==> config.mk <==
export PLATFORM = sky130hd
export DESIGN_NAME = bp_be_pipe_sys_seq
export DESIGN_NICKNAME = d
export VERILOG_FILES = /design/src/rtl/bp_be_pkg.sv /design/src/rtl/bsg_dff_reset_en.sv /design/src/rtl/bp_be_pipe_sys_seq.sv
export SDC_FILE = /design/constraint.sdc
export NUM_CORES = 1
export LEC_CHECK = 0
export CAP_MARGIN = 20
export CORE_AREA = 3 3 160 162
export CTS_CLUSTER_SIZE = 14
export DETAILED_ROUTE_END_ITERATION = 10
export DIE_AREA = 0 0 163 165
export DONT_BUFFER_PORTS = 1
export GPL_TIMING_DRIVEN = 0
export SETUP_SLACK_MARGIN = 0.15
export SKIP_CTS_REPAIR_TIMING = 1
export SLEW_MARGIN = 25
export SYNTH_ARGS = -nofsm -noshare
export SYNTH_HDL_FRONTEND = slang
export SYNTH_SLANG_ARGS = --single-unit
==> constraint.sdc <==
create_clock -name clk_i -period 1.55 [get_ports clk_i]
set_input_delay 0.155 -clock clk_i [delete_from_list [all_inputs] [get_ports clk_i]]
set_output_delay 0.155 -clock clk_i [all_outputs]
set_load 0.01 [all_outputs]
==> src/rtl/bp_be_pkg.sv <==
// Shared BE definitions: CSR functional-unit ops, the CSR command layout and
// the exception-source to op mapping used by the system pipe's event buffer.
package bp_be_pkg;

  typedef enum logic [4:0] {
    e_csrrw                  = 5'd0,
    e_csrrs                  = 5'd1,
    e_csrrc                  = 5'd2,
    e_csrrwi                 = 5'd3,
    e_csrrsi                 = 5'd4,
    e_csrrci                 = 5'd5,
    e_dtlb_fill              = 5'd6,
    e_op_load_page_fault     = 5'd7,
    e_op_store_page_fault    = 5'd8,
    e_op_load_misaligned     = 5'd9,
    e_op_store_misaligned    = 5'd10,
    e_op_load_access_fault   = 5'd11,
    e_op_store_access_fault  = 5'd12,
    e_op_instr_page_fault    = 5'd13,
    e_op_instr_access_fault  = 5'd14
  } bp_be_csr_fu_op_e;

  typedef struct packed {
    bp_be_csr_fu_op_e op;
    logic [11:0]      addr;
    logic [63:0]      data;
  } bp_be_csr_cmd_s;

  localparam int bp_be_csr_cmd_width = $bits(bp_be_csr_cmd_s);

  localparam int exc_op_num_lp = 8;

  // Index 0 is the highest-priority exception source.
  localparam bp_be_csr_fu_op_e exc_op_table [exc_op_num_lp] = '{
    e_op_load_page_fault,
    e_op_store_page_fault,
    e_op_load_misaligned,
    e_op_store_misaligned,
    e_op_load_access_fault,
    e_op_store_access_fault,
    e_op_instr_page_fault,
    e_op_instr_access_fault
  };

  // Sources beyond the table fold onto the lowest-priority fault.
  function automatic bp_be_csr_fu_op_e exc_op(input int idx);
    exc_op = e_op_instr_access_fault;
    for (int i = 0; i < exc_op_num_lp; i++)
      if (i == idx) exc_op = exc_op_table[i];
  endfunction

endpackage

==> src/rtl/bsg_dff_reset_en.sv <==
// Enabled register with synchronous active-high clear.
module bsg_dff_reset_en #(
  parameter int width_p = 1
) (
  input  logic               clk_i,
  input  logic               reset_i,
  input  logic               en_i,
  input  logic [width_p-1:0] data_i,
  output logic [width_p-1:0] data_o
);

  always_ff @(posedge clk_i)
    if (reset_i)   data_o <= '0;
    else if (en_i) data_o <= data_i;

endmodule

==> src/rtl/bp_be_pipe_sys_seq.sv <==
// System pipe: CSR commands flow through a killable shift pipeline and are
// arbitrated against a one-entry memory-event buffer onto a CSR-file handshake.
module bp_be_pipe_sys_seq
  import bp_be_pkg::*;
#(
  parameter int stages_p       = 2,
  parameter int dword_width_p  = 64,
  parameter int vaddr_width_p  = 39,
  parameter int num_exc_p      = 8,
  parameter int csr_op_width_p = 5,
  localparam int cmd_width_lp  = csr_op_width_p + 12 + dword_width_p
) (
  input  logic                      clk_i,
  input  logic                      reset_i,

  input  logic                      v_i,
  input  logic [csr_op_width_p-1:0] csr_op_i,
  input  logic [11:0]               csr_addr_i,
  input  logic [dword_width_p-1:0]  rs1_i,
  input  logic [dword_width_p-1:0]  imm_i,
  output logic                      stall_o,
  input  logic [stages_p-1:0]       kill_i,

  input  logic                      evt_v_i,
  input  logic                      tlb_miss_i,
  input  logic [num_exc_p-1:0]      exc_i,
  input  logic [vaddr_width_p-1:0]  exc_vaddr_i,
  output logic                      evt_ready_o,

  output logic                      csr_cmd_v_o,
  output logic [cmd_width_lp-1:0]   csr_cmd_o,
  input  logic                      csr_cmd_ready_i,
  input  logic [dword_width_p-1:0]  csr_data_i,
  input  logic                      csr_exc_i,

  output logic                      resp_v_o,
  output logic                      resp_evt_o,
  output logic [dword_width_p-1:0]  data_o,
  output logic                      exc_v_o,
  output logic                      miss_v_o
);

  localparam logic [csr_op_width_p-1:0] op_dtlb_fill_lp = csr_op_width_p'(e_dtlb_fill);

  logic [stages_p-1:0]                   vld_pipe;
  logic [stages_p-1:0][cmd_width_lp-1:0] stage_cmd;
  logic                                  commit_v, adv, pipe_accept, accept, issue, use_imm;
  logic [cmd_width_lp-1:0]               issue_cmd;

  logic                                  evt_v_r, evt_load;
  logic [cmd_width_lp-1:0]               evt_cmd_r;
  logic [csr_op_width_p-1:0]             evt_op, cmd_op;

  // Pipeline control
  assign commit_v    = vld_pipe[stages_p-1];
  assign pipe_accept = commit_v & ~evt_v_r & csr_cmd_ready_i;
  assign adv         = ~commit_v | pipe_accept;
  assign stall_o     = ~adv;
  assign issue       = v_i & ~stall_o;

  assign use_imm   = (csr_op_i == csr_op_width_p'(e_csrrwi))
                   | (csr_op_i == csr_op_width_p'(e_csrrsi))
                   | (csr_op_i == csr_op_width_p'(e_csrrci));
  assign issue_cmd = {csr_op_i, csr_addr_i, use_imm ? imm_i : rs1_i};

  for (genvar k = 0; k < stages_p; k++) begin : stg
    logic                    vld_in;
    logic [cmd_width_lp-1:0] cmd_in;

    if (k == 0) begin : head
      assign vld_in = issue;
      assign cmd_in = issue_cmd;
    end else begin : body
      // A kill on the upstream stage travels with the entry as it shifts.
      assign vld_in = vld_pipe[k-1] & ~kill_i[k-1];
      assign cmd_in = stage_cmd[k-1];
    end

    bsg_dff_reset_en #(.width_p(1)) vld_reg (
      .clk_i   (clk_i),
      .reset_i (reset_i),
      .en_i    (1'b1),
      .data_i  (adv ? vld_in : (vld_pipe[k] & ~kill_i[k])),
      .data_o  (vld_pipe[k])
    );

    bsg_dff_reset_en #(.width_p(cmd_width_lp)) cmd_reg (
      .clk_i   (clk_i),
      .reset_i (reset_i),
      .en_i    (adv),
      .data_i  (cmd_in),
      .data_o  (stage_cmd[k])
    );
  end

  // Event buffer: TLB miss wins, else the lowest-index exception source.
  always_comb begin
    evt_op = op_dtlb_fill_lp;
    if (!tlb_miss_i)
      for (int i = num_exc_p - 1; i >= 0; i--)
        if (exc_i[i]) evt_op = csr_op_width_p'(exc_op(i));
  end

  assign evt_load    = evt_v_i & ~evt_v_r & (tlb_miss_i | (|exc_i));
  assign evt_ready_o = ~evt_v_r;

  always_ff @(posedge clk_i)
    if (reset_i) begin
      evt_v_r   <= 1'b0;
      evt_cmd_r <= '0;
    end else if (evt_load) begin
      evt_v_r   <= 1'b1;
      evt_cmd_r <= {evt_op, 12'h000, dword_width_p'(exc_vaddr_i)};
    end else if (evt_v_r & csr_cmd_ready_i) begin
      evt_v_r   <= 1'b0;
    end

  // Arbitration and response
  assign csr_cmd_v_o = evt_v_r | commit_v;
  assign csr_cmd_o   = evt_v_r ? evt_cmd_r : stage_cmd[stages_p-1];
  assign accept      = csr_cmd_v_o & csr_cmd_ready_i;
  assign cmd_op      = csr_cmd_o[cmd_width_lp-1 -: csr_op_width_p];

  always_ff @(posedge clk_i)
    if (reset_i) begin
      resp_v_o   <= 1'b0;
      resp_evt_o <= 1'b0;
      miss_v_o   <= 1'b0;
      data_o     <= '0;
      exc_v_o    <= 1'b0;
    end else begin
      resp_v_o   <= accept;
      resp_evt_o <= accept & evt_v_r;
      miss_v_o   <= accept & (cmd_op == op_dtlb_fill_lp);
      if (accept) begin
        data_o  <= csr_data_i;
        exc_v_o <= csr_exc_i;
      end
    end

endmodule

==> results of run 1 <==
==> sequential cells by signal, indices dropped and copies added, names as in the netlist <==
name                cells
stg.cmd_reg.data_o    162
data_o                 64
exc_v_o                 1
resp_evt_o              1
evt_v_r                 1
evt_cmd_r              43
miss_v_o                1
stg.vld_reg.data_o      2
resp_v_o                1
==> report_power, final <==
part           total [uW]  switching, uW  internal (uW)
sequential           7790            286           7510
clock                7060           2850           4210
combinational        2220           1120           1100
total               17100           4250          12800
==> cell type report <==
| class | instances | area (um2) |
|---|---|---|
| multi-input cells | 987 | 5270 |
| fillers | 1946 | 8590 |
| plain buffers | 111 | 757 |
| clock buffers | 50 | 967 |
| repair buffers | 265 | 2670 |
| inverters | 4 | 18.8 |
| flip-flops and latches | 276 | 5530 |
| diodes | 4 | 10.0 |
| well taps | 324 | 405 |
| clock inverters | 5 | 27.5 |
==> worst min-delay path by stage <==
stage          cells past startpoint      startpoint  slack [ps]                         end
3_3_place_gp                       2   csr_data_i[8]         290      data_o[8]$_SDFFE_PP0P_
5_1_grt                            2         reset_i          10         resp_v_o$_SDFF_PP0_
4_1_cts                            2  exc_vaddr_i[1]        -280   evt_cmd_r[1]$_SDFFE_PP0P_
3_5_place_dp                       2   csr_data_i[3]         300      data_o[3]$_SDFFE_PP0P_
6_report                           3        exc_i[2]         0.5  evt_cmd_r[76]$_SDFFE_PP0P_
2_1_floorplan                      2   csr_data_i[0]         290      data_o[0]$_SDFFE_PP0P_
==> cells in the final DEF (no fill, tap or decap), drive strengths merged, types with 2 or more instances in the layout <==
master and instances:
nand3b 3, clkinvlp 2, nor2b 41, diode 4, clkinv 4, dfxtp 276
mux2 43, clkbuf 129, buf 39, a21oi 208, nand2 537, nor3 3
inv 3, o21ai 4, nor2 70, dlygate4sd3 258, a311oi 64
==> routing by layer <==
layer | GRT usage, % | vias up | part of all wire, %
li1 | - | 5157 | -
met1 | 27.1 | 5071 | 37
met2 | 42.6 | 499 | 49
met3 | 7.80 | 157 | 8.4
met4 | 10.1 | 2 | 5.1
met5 | 0 | - | 0.023
==> worst min-delay path, cell delays in order <==
cell     delay (ps)
a21oi_1         130
a211o_1         160
a21oi_2          50
==> kinds of logic after synthesis <==
kind of cell           Yosys count
and+or+nand+nor                662
muxes                           43
DFF                            276
AOI/OAI and AO/OA              282
buffers and inverters          115
==> through the flow <==
step | cell area, um2 | hold WS [ps] | utilization [%]
floorplan | 10900 | 291 | -
global placement | 11300 | 294 | 46.6
detailed placement | 11300 | 298 | 46.6
CTS | 12300 | -281 | 50.7
global route | 15700 | 10.7 | 64.5
finish | 15700 | 0.541 | 64.6
==> flow_summary_export.csv, run 1 <==
group,metric,value,unit
run_status,status,"complete, but fails checks",
run_status,violations,"negative setup slack",
drt,routed_via_density,5.37,
logic_synthesis,synth_fa_ha_area_share,0,%
worst_setup_path,crit_start,"evt_v_r$_SDFFE_PP0P_",
worst_setup_path,cp.required,1390,ps
flow_run,cap_violations,0,
cells_and_area,nNetsFinal,1940,
worst_setup_path,r2r-end,"stg[0].cmd_reg.data_o[54]$_SDFFE_PP0P_",
die,die_h,165,um
global_routing,grt_first_pass_wirelength,51100,um
clocking,clk_latency,540,ps
power_and_ir_drop,power_leakage,0.00617,uW
worst_setup_path,r2r-start,"evt_v_r$_SDFFE_PP0P_",
logic_synthesis,synth_commonest_cells,"nand2_1, dfxtp_1, a21oi_1",
drt,num_vias,10886,
logic_synthesis,syn-cell-area,10800,um2
drt,drtPass1Iterations,5,
logic_synthesis,synthSimpleGateAreaFrac,24.3,%
clocking,cts_buffer_depth,3,
power_and_ir_drop,p_total,17100,uW
logic_synthesis,yosysSeqAreaShare,51.0,%
global_routing,grtUsageTotal,24.2,%
worst_setup_path,path_max_fanout,6,
logic_synthesis,netlist.area_leader.share,51.0,%
drt,wl_per_cell,19.6,um
worst_setup_path,critPathMaxStageDelay,410,ps
die,fp-row-count,57,
place,dp_slack,-672,ps
worst_setup_path,crit_top_cell,"clkbuf_16",
worst_setup_path,crit_end,"csr_cmd_o[20]",
timing,slew_headroom,38.1,%
worst_setup_path,cpMaxStageDelayCell,"dfxtp_4",
worst_setup_path,path_class,"flop to output pin",
clocking,cts_buffers,30,
logic_synthesis,yosysMostFrequentCell,"nand2_1",
clocking,cts_root_buf,"clkbuf_16",
logic_synthesis,yosysUniqueCellTypes,30,
logic_synthesis,synth_cells,1378,
min_path,min_path_type,"primary input to flop",
timing,fin_ws,-214,ps
drt,totalWireLength,39800,um
logic_synthesis,ys_ff_latch,276,
logic_synthesis,synth_nets,1643,
worst_setup_path,critical_path_arrival,1610,ps
worst_setup_path,cp.depth,3,
timing,worst_pin_slew,928,ps
clocking,cts.sinks,276,
global_routing,grt_overflow,0,
place,io_buffers,0,
drt,remaining_drc_errors,0,
logic_synthesis,synth.largest_area_cell,"dfxtp_1",
cells_and_area,drive_above_1_share,12.8,%
logic_synthesis,syn-mean-instance-area,7.86,um2
place,gp_congestion,0.883,
die,initial_utilization,44.7,%
logic_synthesis,synth_top_family_by_area,"simple AND/OR/NAND/NOR gates",
die,core,24200,um2
die,ioPinCount,417,
timing,max_freq,567,MHz
die,die_w,163,um
logic_synthesis,synth-xor-area-share,0,%
global_routing,grt_pass1_vias,8950,
worst_setup_path,endpoint_kind,"output pin",
worst_setup_path,r2r_slack,-80,ps
power_and_ir_drop,ir_drop,0.877,mV
worst_setup_path,crit_chain,"clkbuf_16 > clkbuf_16 > mux2_4",
worst_setup_path,path_delay_family,"flip-flops",
logic_synthesis,synthMuxAreaShare,4.47,%
clocking,cts_tree,"done",
worst_setup_path,r2r_cells,5,
power_and_ir_drop,powerDensity,1090,nW/um2
logic_synthesis,yosysWarnings,0,
logic_synthesis,synth.area.top_cells,"dfxtp_1, nand2_1, a21oi_1",
place,dp.cells,1702,
drt,ant_nets,0,
worst_setup_path,critPathLaunchType,"flop",
place,dp_hpwl,26300,um
timing,hold_viol,0,
cells_and_area,area_delta_synth_final,44.5,%
logic_synthesis,synth-compound-area-share,16.0,%
global_routing,antenna_found_initial,4,
timing,rsz0062_at_grt,"yes",
drt,dr.first_iter.drc_count,641,
logic_synthesis,synth-async-reset-ratio,0,%
global_routing,grt_max_degree,15,
timing,setup_tns,-14170,ps
clocking,clk_pin_slew,60,ps
logic_synthesis,synth_ff_type,"dfxtp_1",
die,die_area,26900,um2
timing,clock_skew,10.2,ps
timing,setup_viol,86,
timing,fin_crit_sh,114,%
cells_and_area,finalNonFillerCells,2026,
logic_synthesis,synth_edf_count,0,
worst_setup_path,crit_buf_inv,2,
timing,slew_violations,0,
timing,post-route-min-period,1760,ps
clocking,htreeDepth,1,
No activity file was read; power rests on OpenSTA's default activity.
==> inputs of run 2 (changes only) <==
- BUFFER_PORTS_ARGS: not set -> -buffer_cell sky130_fd_sc_hd__buf_2
- CORE_AREA: 3 3 160 162 -> 2 2 160 162
- DIE_AREA: 0 0 163 165 -> 0 0 162 164
- DONT_BUFFER_PORTS: 1 -> not set
- PLACE_DENSITY: not set -> 0.75
==> flow_summary_export.csv, run 2 (same netlist as run 1, synthesis figures left out) <==
group,metric,value,unit
run_status,status,"complete, but fails checks",
run_status,violations,"negative hold slack, negative setup slack",
cells_and_area,postLayoutCoreUtil,73.5,%
power_and_ir_drop,p_total,18300,uW
clocking,htreeDepth,1,
cells_and_area,finalNonFillerCells,2463,
die,die_h,164,um
cells_and_area,top_regs,"stg.cmd_reg.data_o (162), data_o (64), evt_cmd_r (43)",
timing,slew_headroom,44.0,%
die,die_w,162,um
die,fp-row-count,58,
timing,clock_skew,21.3,ps
timing,fin_crit_sh,126,%
min_path,min_path_type,"primary input to flop",
place,dp.cells,2123,
drt,dr.first_iter.drc_count,1150,
cells_and_area,ff_latch_area,5530,um2
power_and_ir_drop,powerDensity,1010,nW/um2
drt,drtPass1Iterations,6,
worst_setup_path,critical_path_arrival,2360,ps
global_routing,antenna_found_initial,6,
cells_and_area,nNetsFinal,2368,
cells_and_area,largest_register_ffs,162,
timing,whs,-24.1,ps
global_routing,grt_max_degree,15,
worst_setup_path,critPathLaunchType,"primary input",
timing,post-route-min-period,1950,ps
cells_and_area,area_delta_synth_final,68.2,%
clocking,cts_buffer_depth,3,
cells_and_area,top_register,"stg.cmd_reg.data_o",
timing,max_freq,513,MHz
clocking,cts_tree,"done",
timing,worst_pin_slew,840,ps
drt,num_vias,13438,
place,gp_congestion,0.910,
timing,slew_violations,0,
flow_run,cap_violations,0,
place,dp_slack,-601,ps
global_routing,grt_pass1_vias,10587,
power_and_ir_drop,power_leakage,0.00819,uW
worst_setup_path,endpoint_kind,"flop",
worst_setup_path,cp.required,1960,ps
clocking,clk_latency,560,ps
die,ioPinCount,417,
drt,wl_per_cell,20.0,um
drt,ant_nets,0,
clocking,cts.sinks,276,
drt,remaining_drc_errors,0,
worst_setup_path,path_max_fanout,10,
power_and_ir_drop,ir_drop,0.781,mV
timing,hold_viol,1,
cells_and_area,final_common_cell,"nand2_1",
die,core,24800,um2
place,dp_hpwl,27900,um
worst_setup_path,r2r_slack,-90,ps
global_routing,grtUsageTotal,26.2,%
clocking,cts_buffers,29,
cells_and_area,fillers,1650,
clocking,clk_pin_slew,70,ps
drt,totalWireLength,49200,um
timing,rsz0062_at_grt,"yes",
place,io_buffers,415,
global_routing,grt_overflow,0,
cells_and_area,layout_common_cells,"nand2_1, buf_2, dfxtp_1",
timing,fin_ws,-401,ps
clocking,cts_root_buf,"clkbuf_16",
cells_and_area,drive_above_1_share,31.8,%
timing,setup_viol,130,
drt,routed_via_density,5.46,
global_routing,grt_first_pass_wirelength,55100,um
worst_setup_path,path_class,"primary input to flop",
cells_and_area,multi_input_area,5200,um2
die,die_area,26600,um2
die,initial_utilization,43.7,%
[run 2: cell count changes in the layout (fill, tap and decap cells not counted), sizes merged, moves of 2 or more]
cell / change
dlygate4sd3: -3
buf: +439
clkinvlp: -2
bufinv: +4
diode: +4
inv: +2
clkbuf: -12
clkinv: -2
[run 2: area by class of cell]
cell class | count | area share, %
sequential | 276 | 30.3
multi-input combinational | 987 | 28.5
timing repair buffer | 695 | 28.4
clock buffer | 46 | 4.93
buffer | 110 | 4.60
tap | 330 | 2.26
clock inverter | 7 | 0.762
antenna | 8 | 0.110
inverter | 4 | 0.0961
[run 2: path summary, 6_finish.rpt]
check,startpoint,end,cells past startpoint
hold / removal,exc_i[3],evt_cmd_r[78]$_SDFFE_PP0P_,3
hold reg to reg,stg[1].cmd_reg.data_o[42]$_SDFFE_PP0P_,stg[1].cmd_reg.data_o[42]$_SDFFE_PP0P_,2
setup / recovery,exc_i[2],evt_cmd_r[17]$_SDFFE_PP0P_,9
setup reg to reg,evt_v_r$_SDFFE_PP0P_,evt_cmd_r[17]$_SDFFE_PP0P_,8
[run 2: per-layer routing]
| metal | global-route usage, % | part of all wire (%) |
|---|---|---|
| met2 | 46.3 | 49 |
| met1 | 31.2 | 35 |
| met3 | 5.66 | 8.9 |
| met4 | 9.77 | 7.0 |
| met5 | 0 | 0 |
[run 2: power breakdown]
group / internal [uW] / switching [uW]
clock network: 4620 / 2930
registers: 7510 / 250
logic: 1560 / 1460
[run 2: worst max-delay path: stages]
cell and delay, ps:
buf_2 110, dlygate4sd3_1 600, or4_4 470, o41a_1 410, buf_6 150, buf_12 130, buf_8 140, nand2_1 100
a21oi_1 100
[run 2: stage by stage]
step / area (um2) / TNS [ps] / hold WS [ps]
after floorplan: 10900 / -2680 / 291
after global placement: 13400 / -131790 / 398
after detailed placement: 13400 / -132410 / 402
after CTS: 14400 / -163880 / -175
after global routing: 18200 / -42070 / -4.53
final: 18200 / -36730 / -24.1
==> inputs of run 3 (changes only) <==
- SETUP_SLACK_MARGIN: 0.15 -> 0.4
==> flow_summary_export.csv, run 3 (same netlist as run 1, synthesis figures left out) <==
group,metric,value,unit
run_status,status,"complete, but fails checks",
run_status,violations,"negative hold slack, negative setup slack",
drt,ant_nets,0,
clocking,cts.sinks,276,
clocking,cts_root_buf,"clkbuf_16",
min_path,min_path_cells,3,
worst_setup_path,endpoint_kind,"output pin",
cells_and_area,fillers,1528,
timing,post-route-min-period,1950,ps
timing,fin_ws,-398,ps
worst_setup_path,path_class,"flop to output pin",
timing,slew_violations,0,
cells_and_area,largest_register_ffs,162,
drt,dr.first_iter.drc_count,1114,
cells_and_area,drive_above_1_share,35.2,%
place,io_buffers,415,
min_path,min_path_type,"primary input to flop",
power_and_ir_drop,p_total,17800,uW
timing,setup_viol,160,
place,dp_hpwl,27900,um
die,fp-row-count,58,
min_path,holdPathEnd,"evt_cmd_r[77]$_SDFFE_PP0P_",
worst_setup_path,critPathLaunchType,"flop",
global_routing,grtUsageTotal,26.1,%
cells_and_area,top_regs,"stg.cmd_reg.data_o (162), data_o (64), evt_cmd_r (43)",
global_routing,grt_first_pass_wirelength,54800,um
worst_setup_path,r2r-end,"evt_cmd_r[23]$_SDFFE_PP0P_",
worst_setup_path,r2r_slack,-150,ps
timing,slew_headroom,37.4,%
place,place_area,13900,um2
cells_and_area,layout_common_cells,"nand2_1, buf_2, dfxtp_1",
worst_setup_path,r2r_cells,8,
drt,num_vias,13641,
die,initial_utilization,43.7,%
power_and_ir_drop,ir_drop,0.789,mV
timing,clock_skew,26.6,ps
timing,setup_tns,-29970,ps
timing,whs,-89.5,ps
worst_setup_path,cpMaxStageDelayCell,"dfxtp_4",
timing,worst_pin_slew,940,ps
global_routing,grt_max_degree,15,
die,die_w,162,um
cells_and_area,top_register,"stg.cmd_reg.data_o",
power_and_ir_drop,power_leakage,0.00851,uW
clocking,clk_pin_slew,60,ps
clocking,htreeDepth,1,
worst_setup_path,crit_chain,"clkbuf_16 > clkbuf_16 > mux2_4 > buf_6",
clocking,clk_latency,560,ps
clocking,cts_tree,"done",
cells_and_area,postLayoutCoreUtil,77.1,%
clocking,cts_buffer_depth,3,
die,die_h,164,um
drt,wl_per_cell,20.5,um
global_routing,grt_pass1_vias,10444,
worst_setup_path,r2r-start,"evt_v_r$_SDFFE_PP0P_",
worst_setup_path,cp.required,1390,ps
global_routing,grt_overflow,0,
flow_run,cap_violations,0,
worst_setup_path,crit_top_cell,"clkbuf_16",
min_path,hp-start,"exc_i[2]",
global_routing,antenna_found_initial,7,
place,gp_congestion,0.927,
cells_and_area,final_area,19100,um2
timing,max_freq,513,MHz
timing,rsz0062_at_grt,"yes",
cells_and_area,area_delta_synth_final,76.7,%
worst_setup_path,critPathMaxStageDelay,430,ps
die,die_area,26600,um2
worst_setup_path,critical_path_arrival,1790,ps
drt,remaining_drc_errors,0,
power_and_ir_drop,powerDensity,931,nW/um2
clocking,cts_buffers,29,
drt,drtPass1Iterations,7,
timing,fin_crit_sh,126,%
die,core,24800,um2
cells_and_area,nNetsFinal,2391,
cells_and_area,final_common_cell,"nand2_1",
worst_setup_path,path_max_fanout,5,
timing,hold_viol,3,
die,ioPinCount,417,
drt,totalWireLength,50900,um
drt,routed_via_density,5.50,
## run 3: cell count changes in the layout (fill, tap and decap cells not counted), moves of 10 or more
cell | previous run | this run
mux2_4 | 21 | 34
clkbuf_2 | 24 | 8
buf_6 | 48 | 71
nand2_4 | 1 | 18
nand2_1 | 529 | 507
buf_8 | 9 | 19
buf_2 | 391 | 374
a21oi_1 | 185 | 153
clkbuf_16 | 35 | 45
mux2_2 | 22 | 9
a21oi_2 | 23 | 55
clkbuf_8 | 11 | 26
## run 3: stage by stage
step                      worst slack (ps)  std cells
after floorplan                      -89.5       1378
final                                 -398       2481
after global routing                  -423       2476
after detailed placement              -602       2123
after CTS                             -528       2173
after global placement                -568       2123
## run 3: routing by layer
metal | wire length (um) | global-route usage [%]
met5 | 38 | 0
met4 | 3760 | 10.7
met3 | 4600 | 5.56
met2 | 24500 | 45.5
met1 | 17900 | 31.4
## run 3: worst max path at each step
stage	start	to	slack, ps	cells after the start
3_3_place_gp	exc_i[1]	evt_cmd_r[32]$_SDFFE_PP0P_	-570	6
6_report	evt_v_r$_SDFFE_PP0P_	csr_cmd_o[3]	-400	4
2_1_floorplan	exc_i[1]	evt_cmd_r[31]$_SDFFE_PP0P_	-90	5
3_5_place_dp	exc_i[1]	evt_cmd_r[36]$_SDFFE_PP0P_	-600	6
5_1_grt	evt_v_r$_SDFFE_PP0P_	csr_cmd_o[31]	-420	4
4_1_cts	evt_v_r$_SDFFE_PP0P_	stall_o	-530	5
## run 3: where the power goes
| part | switching, uW | leakage [uW] | internal (uW) | total (uW) |
|---|---|---|---|---|
| logic | 1540 | 0.00579 | 1750 | 3300 |
| registers | 269 | 0.00227 | 7510 | 7780 |
| clock network | 2910 | 0.000450 | 3830 | 6740 |
## run 3: worst max-delay path: cells and delay by family (launching register included)
family	cells	cell delay, ps
buffers and inverters	3	470
flip-flops	1	430
multiplexers	1	330
## run 3: final cells by class
class / instances / area, um2 / share of cell area [%]
buffer: 111 / 1130 / 5.92
tap: 330 / 413 / 2.16
timing repair buffer: 716 / 5600 / 29.2
clock buffer: 41 / 821 / 4.29
inverter: 4 / 20.0 / 0.105
multi-input combinational: 988 / 5540 / 28.9
sequential: 276 / 5530 / 28.9
clock inverter: 9 / 80.1 / 0.418
antenna: 6 / 15.0 / 0.0784
